<file path="config.mk">
export PLATFORM = sky130hd
export DESIGN_NAME = mem_port_arbiter
export DESIGN_NICKNAME = d
export VERILOG_FILES = /design/src/rtl/mem_port_arbiter_pkg.sv /design/src/rtl/mem_port_arbiter.sv
export SDC_FILE = /design/constraint.sdc
export NUM_CORES = 1
export LEC_CHECK = 0
export ABC_CLOCK_PERIOD_IN_PS = 2900
export BUFFER_PORTS_ARGS = -buffer_cell sky130_fd_sc_hd__buf_2
export CAP_MARGIN = 20
export CORE_MARGIN = 10
export CORE_UTILIZATION = 27
export DETAILED_ROUTE_END_ITERATION = 6
export GPL_TIMING_DRIVEN = 0
export HOLD_SLACK_MARGIN = 0.08
export MAX_ROUTING_LAYER = met4
export PLACE_DENSITY = 0.82
export SYNTH_ARGS = -nofsm -noshare
export SYNTH_HDL_FRONTEND = slang
export SYNTH_SLANG_ARGS = --single-unit
</file>
<file path="constraint.sdc">
create_clock -name clk -period 2.9 [get_ports clk]
set_clock_uncertainty 0.15 [all_clocks]
set_input_delay 0.725 -clock clk [delete_from_list [all_inputs] [get_ports clk]]
set_output_delay 0.725 -clock clk [all_outputs]
set_load 0.05 [all_outputs]
</file>
<file path="src/rtl/mem_port_arbiter_pkg.sv">
// Shared definitions for the instruction/data BRAM port arbiter:
// read-return owner codes, grant encoding and the owner update helper.
package mem_port_arbiter_pkg;

   localparam logic [1:0] ARB_OWN_NONE = 2'b00;
   localparam logic [1:0] ARB_OWN_I    = 2'b01;
   localparam logic [1:0] ARB_OWN_D    = 2'b10;

   typedef enum logic [1:0] {
      GNT_NONE = 2'b00,
      GNT_I    = 2'b01,
      GNT_D    = 2'b10
   } gnt_e;

   // Only reads own a return slot; a data write leaves the port free next cycle.
   function automatic logic [1:0] owner_next(input gnt_e gnt, input logic we);
      logic [1:0] own;
      case (gnt)
         GNT_I:   own = ARB_OWN_I;
         GNT_D:   own = we ? ARB_OWN_NONE : ARB_OWN_D;
         default: own = ARB_OWN_NONE;
      endcase
      return own;
   endfunction

endpackage

</file>
<file path="src/rtl/mem_port_arbiter.sv">
// Shares a single bram32 port between instruction fetch and data load/store.
// Data wins by default; a bounded run of data grants guarantees fetch progress.
module mem_port_arbiter
   import mem_port_arbiter_pkg::*;
#(
   parameter int ADDR_W       = 12,
   parameter int DATA_W       = 32,
   parameter int MAX_DATA_RUN = 4
) (
   input  logic              clk,
   input  logic              rst_n,
   input  logic              i_req,
   input  logic [ADDR_W-1:0] i_addr,
   output logic              i_gnt,
   output logic              i_rvalid,
   output logic [DATA_W-1:0] i_rdata,
   input  logic              d_req,
   input  logic              d_we,
   input  logic [ADDR_W-1:0] d_addr,
   input  logic [DATA_W-1:0] d_wdata,
   input  logic [3:0]        d_be,
   output logic              d_gnt,
   output logic              d_rvalid,
   output logic [DATA_W-1:0] d_rdata,
   output logic [ADDR_W-1:0] m_addr,
   output logic              m_r_enb,
   output logic              m_w_enb,
   output logic [DATA_W-1:0] m_w_dat,
   output logic [3:0]        m_byte_enb,
   input  logic [DATA_W-1:0] m_r_dat
);

   localparam int               RUN_W   = $clog2(MAX_DATA_RUN + 1);
   localparam logic [RUN_W-1:0] RUN_MAX = RUN_W'(MAX_DATA_RUN);

   logic [RUN_W-1:0] run_r;
   logic [RUN_W-1:0] run_nxt_s;
   logic [1:0]       owner_r;
   gnt_e             gnt_s;

   // Grant selection; reset holds the port idle combinationally.
   always_comb begin
      gnt_s = GNT_NONE;
      if (!rst_n) begin
         gnt_s = GNT_NONE;
      end else if (d_req && !(i_req && (run_r == RUN_MAX))) begin
         gnt_s = GNT_D;
      end else if (i_req) begin
         gnt_s = GNT_I;
      end else begin
         gnt_s = GNT_NONE;
      end
   end

   // Drive the BRAM port from the winning requester.
   always_comb begin
      i_gnt      = 1'b0;
      d_gnt      = 1'b0;
      m_addr     = i_addr;
      m_r_enb    = 1'b0;
      m_w_enb    = 1'b0;
      m_w_dat    = {DATA_W{1'b0}};
      m_byte_enb = 4'b0000;
      case (gnt_s)
         GNT_D: begin
            d_gnt      = 1'b1;
            m_addr     = d_addr;
            m_w_enb    = d_we;
            m_r_enb    = ~d_we;
            m_w_dat    = d_wdata;
            m_byte_enb = d_be;
         end
         GNT_I: begin
            i_gnt   = 1'b1;
            m_r_enb = 1'b1;
         end
         default: begin
            m_r_enb = 1'b0;
         end
      endcase
   end

   // Consecutive data grants seen by a waiting fetch, saturating at the limit.
   always_comb begin
      run_nxt_s = run_r;
      if ((gnt_s == GNT_I) || !i_req) begin
         run_nxt_s = {RUN_W{1'b0}};
      end else if ((gnt_s == GNT_D) && (run_r != RUN_MAX)) begin
         run_nxt_s = run_r + RUN_W'(1);
      end else begin
         run_nxt_s = run_r;
      end
   end

   // Run counter and read-return owner; reset drops any in-flight return.
   always_ff @(posedge clk or negedge rst_n) begin
      if (!rst_n) begin
         run_r   <= {RUN_W{1'b0}};
         owner_r <= ARB_OWN_NONE;
      end else begin
         run_r   <= run_nxt_s;
         owner_r <= owner_next(gnt_s, d_we);
      end
   end

   assign i_rvalid = owner_r[0];
   assign d_rvalid = owner_r[1];
   assign i_rdata  = m_r_dat;
   assign d_rdata  = m_r_dat;

endmodule

</file>
==> out/qor.csv, run 1 <==
metric,value,unit
Final setup viols,0,
Cells after Synth,148,
first-pass GRT wire length,8.95,mm
compound-cell area share of the yosys netlist,0.0385,
clock latency on the worst-skew pair,0.22,ns
I/O Pins,215,
WL final,6.59,mm
ys flop type,dfrtp_1,
PortBufs,182,
detailed-route DRC error count,0,
synthesized area,1200,sq um
"Hold Vio Cnt, Final",0,
Adder-Cell Fraction of Synth Area,0.0417,
layout cells sized above 1,0.817,
Hold WC Path Type,primary input to asynchronous set/reset pin,
post-place setup slack,-0.146,ns
HPWL Detailed,5.74,mm
most common cell in the netlist,buf_4,
largest family of logic cells by synthesized area,buffers and inverters,
total core area,4320,sq um
Avg Inst Size Synth,8.12,sq um
CTS H-Tree Depth,1,
Wirelength per Cell,16.9,microns
Max Freq,0.349,GHz
TritonCTS clock tree,built,
row count,24,
Pre-Repair DR Iteration Count,4,
cell taking the most area after synthesis,buf_4,
met1 GRT Util,0.133,
worst-path maximum fanout,7,
placed insts,382,
total power,0.800,mW
Slew HR,0.813,
mux contribution to synthesized area,0.112,
antenna violations before repair,0,
Fin Setup TNS,0,ns
Die Width,86.7,microns
maximum clock path buffer count,2,
crit end category,primary output,
crit path launch type,primary input,
Post-synth ARST share,1.00,
Final Max Slew Viols,0,
"Seq/Total Area, Yosys",0.104,
clock root buffer master,clkbuf_8,
Max-Cap Viols,0,
Yosys Warn Count,0,
Final min period,2.87,ns
diodes inserted,0,
status,finished clean,
simple-gate share of the synthesized area,0.269,
Least-Margin Pin Slew,0.280,ns
Critical Path Source,i_req,
Commonest cells post-synth,"65 x buf_4, 37 x and2_1, 12 x mux2_2",
Mapped Nets,249,
met2 Track Usage GR,0.295,
period utilization,0.989,
worst path required time,2.03,ns
R2R depth,8,
"top cells by area, synth","buf_4 41%, and2_1 19%, mux2_2 11%",
cts bufs inserted,3,
fin cells,390,
GP Congestion,0.820,
DIE AREA,7520,sq um
Sink Count,5,
Post-synth EDFFs,0,
overall global routing resource usage,0.150,
Die Ht,86.7,microns
Final #Nets,440,
Synth Area in XOR/XNOR,0,
FF-to-FF Start,run_r[0],
Yosys reg bits,5,
Worst-path clk slew,0.04,ns
Vias,1561,
DR iter-0 viols,18,
post-synthesis cell type count,23,
Initial Util,0.278,
most used routing layer,met2,
post-synth top area share,0.406,
DR vias/cell,4.00,
met3 Resource Use GR,0.0610,
grt ovf,0,
largest net degree at the start of global routing,15,
critical path type,primary input to primary output,
final setup margin,0.0328,ns
Hold Slack,0.146,ns
RSZ-0062 raised after global routing,true,
vias in the first global route,1619,
remaining antenna violation count after routing,0,
Area Overhead vs Synth,102,%
leak pwr,1.50,nW
Peak VDD IR,235,uV
WP data arrival,1.99,ns
power density over the cells,329,nW/um^2
## per-stage QoR
stage                     area, sq um   util
after floorplan                  1200      -
after global placement           2180  0.504
after detailed placement         2180  0.504
after CTS                        2310  0.535
after global routing             2430  0.562
final                            2430  0.562
## path summary, 6_finish.rpt
check,end,slack (ns)
worst max register to register,run_r[2],0.88
worst min-delay path,owner_r[0],0.15
min in group clk,run_r[1],0.44
worst max-delay path,m_addr[1],0.03
max in group asynchronous,run_r[0],2.34
worst min register to register,run_r[1],0.44
## worst max-delay path: stages
cell and delay (ns):
buf_2 0.13, nand3_1 0.11, and3_4 0.19, ha_4 0.19, buf_8 0.13, mux2_2 0.35, buf_6 0.16
## state kept, by name, summed over array words and instances (netlist names)
signal   count
run_r        3
owner_r      2
## layout by cell type, fill, tap and decap left out
cell type / synthesis / final
inv_1: 2 / 2
and3_4: 0 / 1
nand2b_1: 1 / 1
mux2_4: 0 / 4
clkbuf_16: 0 / 1
a21o_1: 1 / 1
nor3b_1: 2 / 2
nand2_1: 2 / 1
and4bb_1: 1 / 1
clkbuf_4: 0 / 1
buf_6: 1 / 8
a21oi_1: 1 / 1
ha_2: 0 / 1
nand3_1: 2 / 2
nand3b_1: 1 / 1
buf_8: 0 / 7
ha_4: 0 / 1
nand2_2: 0 / 1
o21ba_4: 0 / 1
mux2_2: 12 / 8
and2_1: 37 / 37
nor2b_4: 1 / 1
o21a_1: 1 / 1
buf_2: 3 / 170
clkbuf_1: 0 / 1
a21boi_0: 1 / 1
dfrtp_1: 5 / 5
ha_1: 4 / 2
nor2b_1: 2 / 2
buf_4: 65 / 68
o31a_1: 1 / 1
clkbuf_8: 0 / 3
## repair_timing
| item | in CTS | in global routing |
|---|---|---|
| setup buffers | 0 | 3 |
| endpoints found under the setup margin | 27 | 25 |
| cloned | 0 | 1 |
| resized for setup | 26 | 19 |
| pin swaps | 1 | 4 |
| hold buffers | 0 | 0 |
## metal layers
layer | vias to the layer above | part of all wire | wire, microns
li1 | 785 | - | -
met1 | 681 | 0.33 | 2190
met2 | 93 | 0.56 | 3710
met3 | 2 | 0.10 | 657
met4 | 0 | 0.0044 | 29
met5 | - | 0 | 0
## cells by family (layout without fill, tap and decap cells)
logic type               after synthesis  after routing
AO/OA/AOI/OAI                          6              6
adder cells (fa/ha/maj)                4              4
buffers and inverters                 71            261
flip-flops                             5              5
multiplexers                          12             12
AND/OR/NAND/NOR                       50             50
## area by class of cell
type                            count  area (sq um)
Fill cell                         418          1890
Multi-Input combinational cell     72           598
Tap cell                           52          65.1
Timing Repair Buffer              186          1070
Clock buffer                        4          45.0
Inverter                            2          7.51
Sequential cell                     5           125
Buffer                             69           522
## power breakdown
group / internal [mW] / switching, mW / leakage [nW] / total [mW]
clock network: 0.0942 / 0.0324 / 0.0228 / 0.127
registers: 0.0733 / 0.00237 / 0.0678 / 0.0757
logic: 0.207 / 0.390 / 1.41 / 0.598
No activity file was read; power rests on OpenSTA's default activity.
==> run 2: changes to the inputs <==
--- a/config.mk
+++ b/config.mk
@@ -14,7 +14,7 @@
 export GPL_TIMING_DRIVEN = 0
 export HOLD_SLACK_MARGIN = 0.08
 export MAX_ROUTING_LAYER = met4
-export PLACE_DENSITY = 0.82
+export PLACE_DENSITY = 0.84
 export SYNTH_ARGS = -nofsm -noshare
 export SYNTH_HDL_FRONTEND = slang
 export SYNTH_SLANG_ARGS = --single-unit
==> run 2 against run 1 <==
Net effect: first-iteration DRC count is 56% lower; clock-buffer cell count stayed put; non-clock buffer count stayed put; sequential cell count stayed put; worst setup slack better by 0.015 ns; sequential power is 0.7% lower; utilization is 0.29 points lower; power is 0.31% lower; routed wire length is 1.8% lower; critical path depth stayed put.
==> out/qor.csv, run 2 (synthesis gave the netlist of run 1 again) <==
metric,value,unit
# fillers,392,
clock latency on the worst-skew pair,0.22,ns
Peak VDD IR,247,uV
Wirelength per Cell,16.6,microns
Final Max Slew Viols,0,
placed insts,382,
Slew HR,0.814,
GP Congestion,0.849,
Max Freq,0.351,GHz
maximum clock path buffer count,2,
DIE AREA,7520,sq um
Reg with most FFs,run_r,
worst-path maximum fanout,7,
WP data arrival,1.98,ns
RSZ-0062 raised after global routing,true,
crit path launch type,primary input,
clock root buffer master,clkbuf_8,
I/O Pins,215,
part of the power in the clock network,0.159,
row count,24,
TritonCTS clock tree,built,
Die Width,86.7,microns
WL final,6.47,mm
footprint of the multi-input gates,587,sq um
switching portion of total power,0.532,
Hold Slack,0.155,ns
HPWL Detailed,5.75,mm
Final min period,2.85,ns
layout cells sized above 1,0.817,
Final #Nets,440,
period utilization,0.984,
"Hold Vio Cnt, Final",0,
antenna violations before repair,0,
Vias,1558,
vias in the first global route,1536,
grt ovf,0,
Least-Margin Pin Slew,0.280,ns
Final setup viols,0,
CTS H-Tree Depth,1,
Die Ht,86.7,microns
Register Area,125,sq um
switching pwr,0.424,mW
Sink Count,5,
Max-Cap Viols,0,
DR vias/cell,3.99,
remaining antenna violation count after routing,0,
largest net degree at the start of global routing,15,
Area Overhead vs Synth,101,%
Pre-Repair DR Iteration Count,4,
design area,2420,sq um
Worst-path clk slew,0.03,ns
Largest register FFs,3,
overall global routing resource usage,0.146,
combinational share of power,0.747,
fin cells,390,
leak pwr,1.50,nW
"commonest non-fill, non-tap cell in the layout",buf_2,
Largest regs,"run_r x3, owner_r x2",
Placed Area,2180,sq um
Hold WC Path Type,primary input to asynchronous set/reset pin,
"commonest cells after routing, fill and taps aside","171 x buf_2, 66 x buf_4, 37 x and2_1",
P_int,0.373,mW
power density over the cells,330,nW/um^2
cts bufs inserted,3,
Fin Setup TNS,0,ns
status,finished clean,
crit end category,primary output,
Initial Util,0.278,
total power,0.797,mW
PortBufs,182,
critical path type,primary input to primary output,
DR iter-0 viols,8,
register-to-register setup slack,1.03,ns
first-pass GRT wire length,8.69,mm
diodes inserted,0,
worst path required time,2.03,ns
detailed-route DRC error count,0,
part of the power in registers,0.094,
total core area,4320,sq um
-- run 2: cell count changes in the layout (fill, tap and decap cells not counted), moves of 2 or more --
cell	change
buf_4	-2
buf_6	+5
buf_8	-4
mux2_2	+2
mux2_4	-2
-- run 2: final cells by class --
cell class,instances,area share
sequential,5,0.0518
multi-input combinational,72,0.243
tap,52,0.0269
timing repair buffer,186,0.441
inverter,2,0.00311
buffer,69,0.216
clock buffer,4,0.0186
-- run 2: critical path, cell delays in order --
cell and delay, ns:
buf_2 0.13, nand3_2 0.08, and3_4 0.19, ha_4 0.19, clkbuf_16 0.16, mux2_2 0.34
buf_6 0.16
-- run 2: metrics by stage --
stage	util	worst slack, ns
floorplan	-	0.0286
global route	0.559	-0.0123
CTS	0.532	0.000686
global placement	0.504	-0.122
finish	0.559	0.0474
detailed placement	0.504	-0.140
-- run 2: worst paths after layout --
path,from,end,cells after the start
setup / recovery,i_req,m_addr[7],7
hold / removal,rst_n,run_r[0],1
setup reg to reg,run_r[1],run_r[2],7
hold reg to reg,run_r[1],run_r[1],2
max in group asynchronous,rst_n,owner_r[1],1
min in group clk,run_r[1],run_r[1],2
-- run 2: power groups by stage --
stage	clock [mW]	combinational, mW	sequential, mW
global placement	0	0.553	0.0761
finish	0.127	0.595	0.0752
floorplan	0	0.421	0.0797
global route	0.140	0.622	0.0753
detailed placement	0	0.559	0.0765
CTS	0.131	0.578	0.0757
-- run 2: repair_timing --
item                       4_1_cts  5_1_grt
gates cloned                     0        1
hold buffers                     0        0
resized for setup               23       15
pin swaps                        1        2
setup endpoints to repair       18       42
setup buffers                    0        3
hold endpoints to repair         0        0
-- run 2: metal layers --
layer  up-vias  global-route usage  share of wire
li1        785                   -              -
met1       675               0.132           0.32
met2        94               0.284           0.57
met3         4              0.0572           0.11
met4         0              0.0221         0.0028
met5         -                   -              0
==> run 3: changes to the inputs <==
--- a/config.mk
+++ b/config.mk
@@ -5,7 +5,7 @@
 export SDC_FILE = /design/constraint.sdc
 export NUM_CORES = 1
 export LEC_CHECK = 0
-export ABC_CLOCK_PERIOD_IN_PS = 2900
+export ABC_CLOCK_PERIOD_IN_PS = 2990
 export BUFFER_PORTS_ARGS = -buffer_cell sky130_fd_sc_hd__buf_2
 export CAP_MARGIN = 20
 export CORE_MARGIN = 10
==> constraint.sdc (replaced) <==
create_clock -name clk -period 2.99 [get_ports clk]
set_clock_uncertainty 0.15 [all_clocks]
set_input_delay 0.7475 -clock clk [delete_from_list [all_inputs] [get_ports clk]]
set_output_delay 0.7475 -clock clk [all_outputs]
set_load 0.05 [all_outputs]
==> run 3 against run 2 <==
Net effect: critical path depth stayed put; worst setup slack better by 0.0086 ns; first-iteration DRC count unchanged; clock power decreased by 3%; hold slack gained 0.022 ns; sequential power decreased by 2.9%; non-clock buffer count down 2; combinational power decreased by 5.9%; critical path type unchanged; highest routed layer unchanged.
==> out/qor.csv, run 3 (synthesis gave the netlist of run 1 again) <==
metric,value,unit
"commonest cells after routing, fill and taps aside","171 x buf_2, 75 x buf_4, 37 x and2_1",
clock root buffer master,clkbuf_8,
cells along the critical path,buf_2 > nand3_2 > and3_4 > ha_4 > clkbuf_16 > mux2_2 > buf_4,
"commonest non-fill, non-tap cell in the layout",buf_2,
overall global routing resource usage,0.143,
Layout Utilization,0.540,
Final setup viols,0,
worst path required time,2.09,ns
part of the power in the clock network,0.163,
slowest cell on the critical path,mux2_2,
Pre-Repair DR Iteration Count,4,
switching pwr,0.407,mW
leak pwr,1.46,nW
footprint of the multi-input gates,577,sq um
Sink Count,5,
Fin Setup TNS,0,ns
Die Width,86.7,microns
Max-Cap Viols,0,
Final Max Slew Viols,0,
DR vias/cell,3.98,
largest net degree at the start of global routing,15,
combinational share of power,0.741,
Area Overhead vs Synth,94.4,%
Largest register FFs,3,
Max Freq,0.341,GHz
Wirelength per Cell,16.3,microns
Slew HR,0.815,
detailed-route DRC error count,0,
"Hold Vio Cnt, Final",0,
end of the worst register-to-register path,run_r[2],
first-pass GRT wire length,8.57,mm
P_int,0.348,mW
Reg with most FFs,run_r,
power density over the cells,324,nW/um^2
WP data arrival,2.04,ns
Initial Util,0.278,
HPWL Detailed,5.75,mm
Critical Path Source,i_req,
diodes inserted,0,
Hold WC Path Type,primary input to asynchronous set/reset pin,
period utilization,0.981,
total core area,4320,sq um
TritonCTS clock tree,built,
row count,24,
Final #Nets,438,
remaining antenna violation count after routing,0,
worst-path maximum fanout,7,
crit end category,primary output,
Die Ht,86.7,microns
CTS H-Tree Depth,1,
cts bufs inserted,3,
WL final,6.34,mm
vias in the first global route,1522,
DR iter-0 viols,8,
total power,0.756,mW
Critical Path Max Stage Delay,0.33,ns
crit path launch type,primary input,
GP Congestion,0.849,
R2R depth,7,
Register Area,125,sq um
Final min period,2.93,ns
critical path type,primary input to primary output,
maximum clock path buffer count,2,
I/O Pins,215,
PortBufs,182,
part of the power in registers,0.097,
layout cells sized above 1,0.813,
Largest regs,"run_r x3, owner_r x2",
grt ovf,0,
register-to-register setup slack,1.12,ns
# fillers,408,
DIE AREA,7520,sq um
hold-fix buffers at CTS,0,
switching portion of total power,0.539,
Peak VDD IR,239,uV
antenna violations before repair,0,
FF-to-FF Start,run_r[1],
Vias,1544,
Worst-path clk slew,0.03,ns
clock latency on the worst-skew pair,0.22,ns
RSZ-0062 raised after global routing,false,
status,finished clean,
Worst setup endpoint,m_addr[0],
Least-Margin Pin Slew,0.280,ns
-- run 3: cell count changes in the layout (fill, tap and decap cells not counted), sizes merged --
cell,delta
buf,-2
-- run 3: metal layers --
layer,wire [microns],track usage,share of wire
met1,2040,0.131,0.32
met2,3600,0.274,0.57
met3,689,0.0572,0.11
met4,18,0.0221,0.0028
met5,0,-,0
-- run 3: what timing repair did --
item,4_1_cts,5_1_grt
resized for setup,4,30
pin swaps,0,1
setup buffers,0,1
gates cloned,0,1
endpoints found under the setup margin,13,13
endpoints found under the hold margin,0,0
-- run 3: critical path: cells and delay by family --
kind	cells	cell delay [ns]
buffers and inverters	3	0.48
muxes	1	0.33
and+or+nand+nor	2	0.29
adders and majority gates	1	0.19
-- run 3: area by class of cell --
type                    count  share of cell area
repair buffers            184               0.426
multi-input cells          72               0.247
plain buffers              69               0.223
flip-flops and latches      5              0.0536
well taps                  52              0.0279
clock buffers               4              0.0193
inverters                   2             0.00322
-- run 3: how the worst min path moves through the flow --
stage | startpoint | endpoint | cells past startpoint
global route | rst_n | run_r[2] | 1
floorplan | rst_n | owner_r[0] | 0
global placement | run_r[1] | run_r[1] | 2
CTS | rst_n | owner_r[0] | 1
detailed placement | run_r[1] | run_r[1] | 2
finish | rst_n | run_r[0] | 1
-- run 3: through the flow --
stage	cell area, sq um	hold slack [ns]	instances	setup WS [ns]
2_1_floorplan	1200	0.302	148	0.0736
3_3_place_gp	2180	0.408	382	-0.0771
3_5_place_dp	2180	0.433	382	-0.0953
4_1_cts	2240	0.201	386	0.0100
5_1_grt	2330	0.168	388	0.000139
6_report	2330	0.177	388	0.0559
-- run 3: power by group through the flow --
stage	logic [mW]	clock network, mW	registers, mW
after floorplan	0.408	0	0.0773
after global placement	0.537	0	0.0738
after detailed placement	0.542	0	0.0742
after CTS	0.547	0.127	0.0734
after global routing	0.585	0.136	0.0732
final	0.560	0.123	0.0730
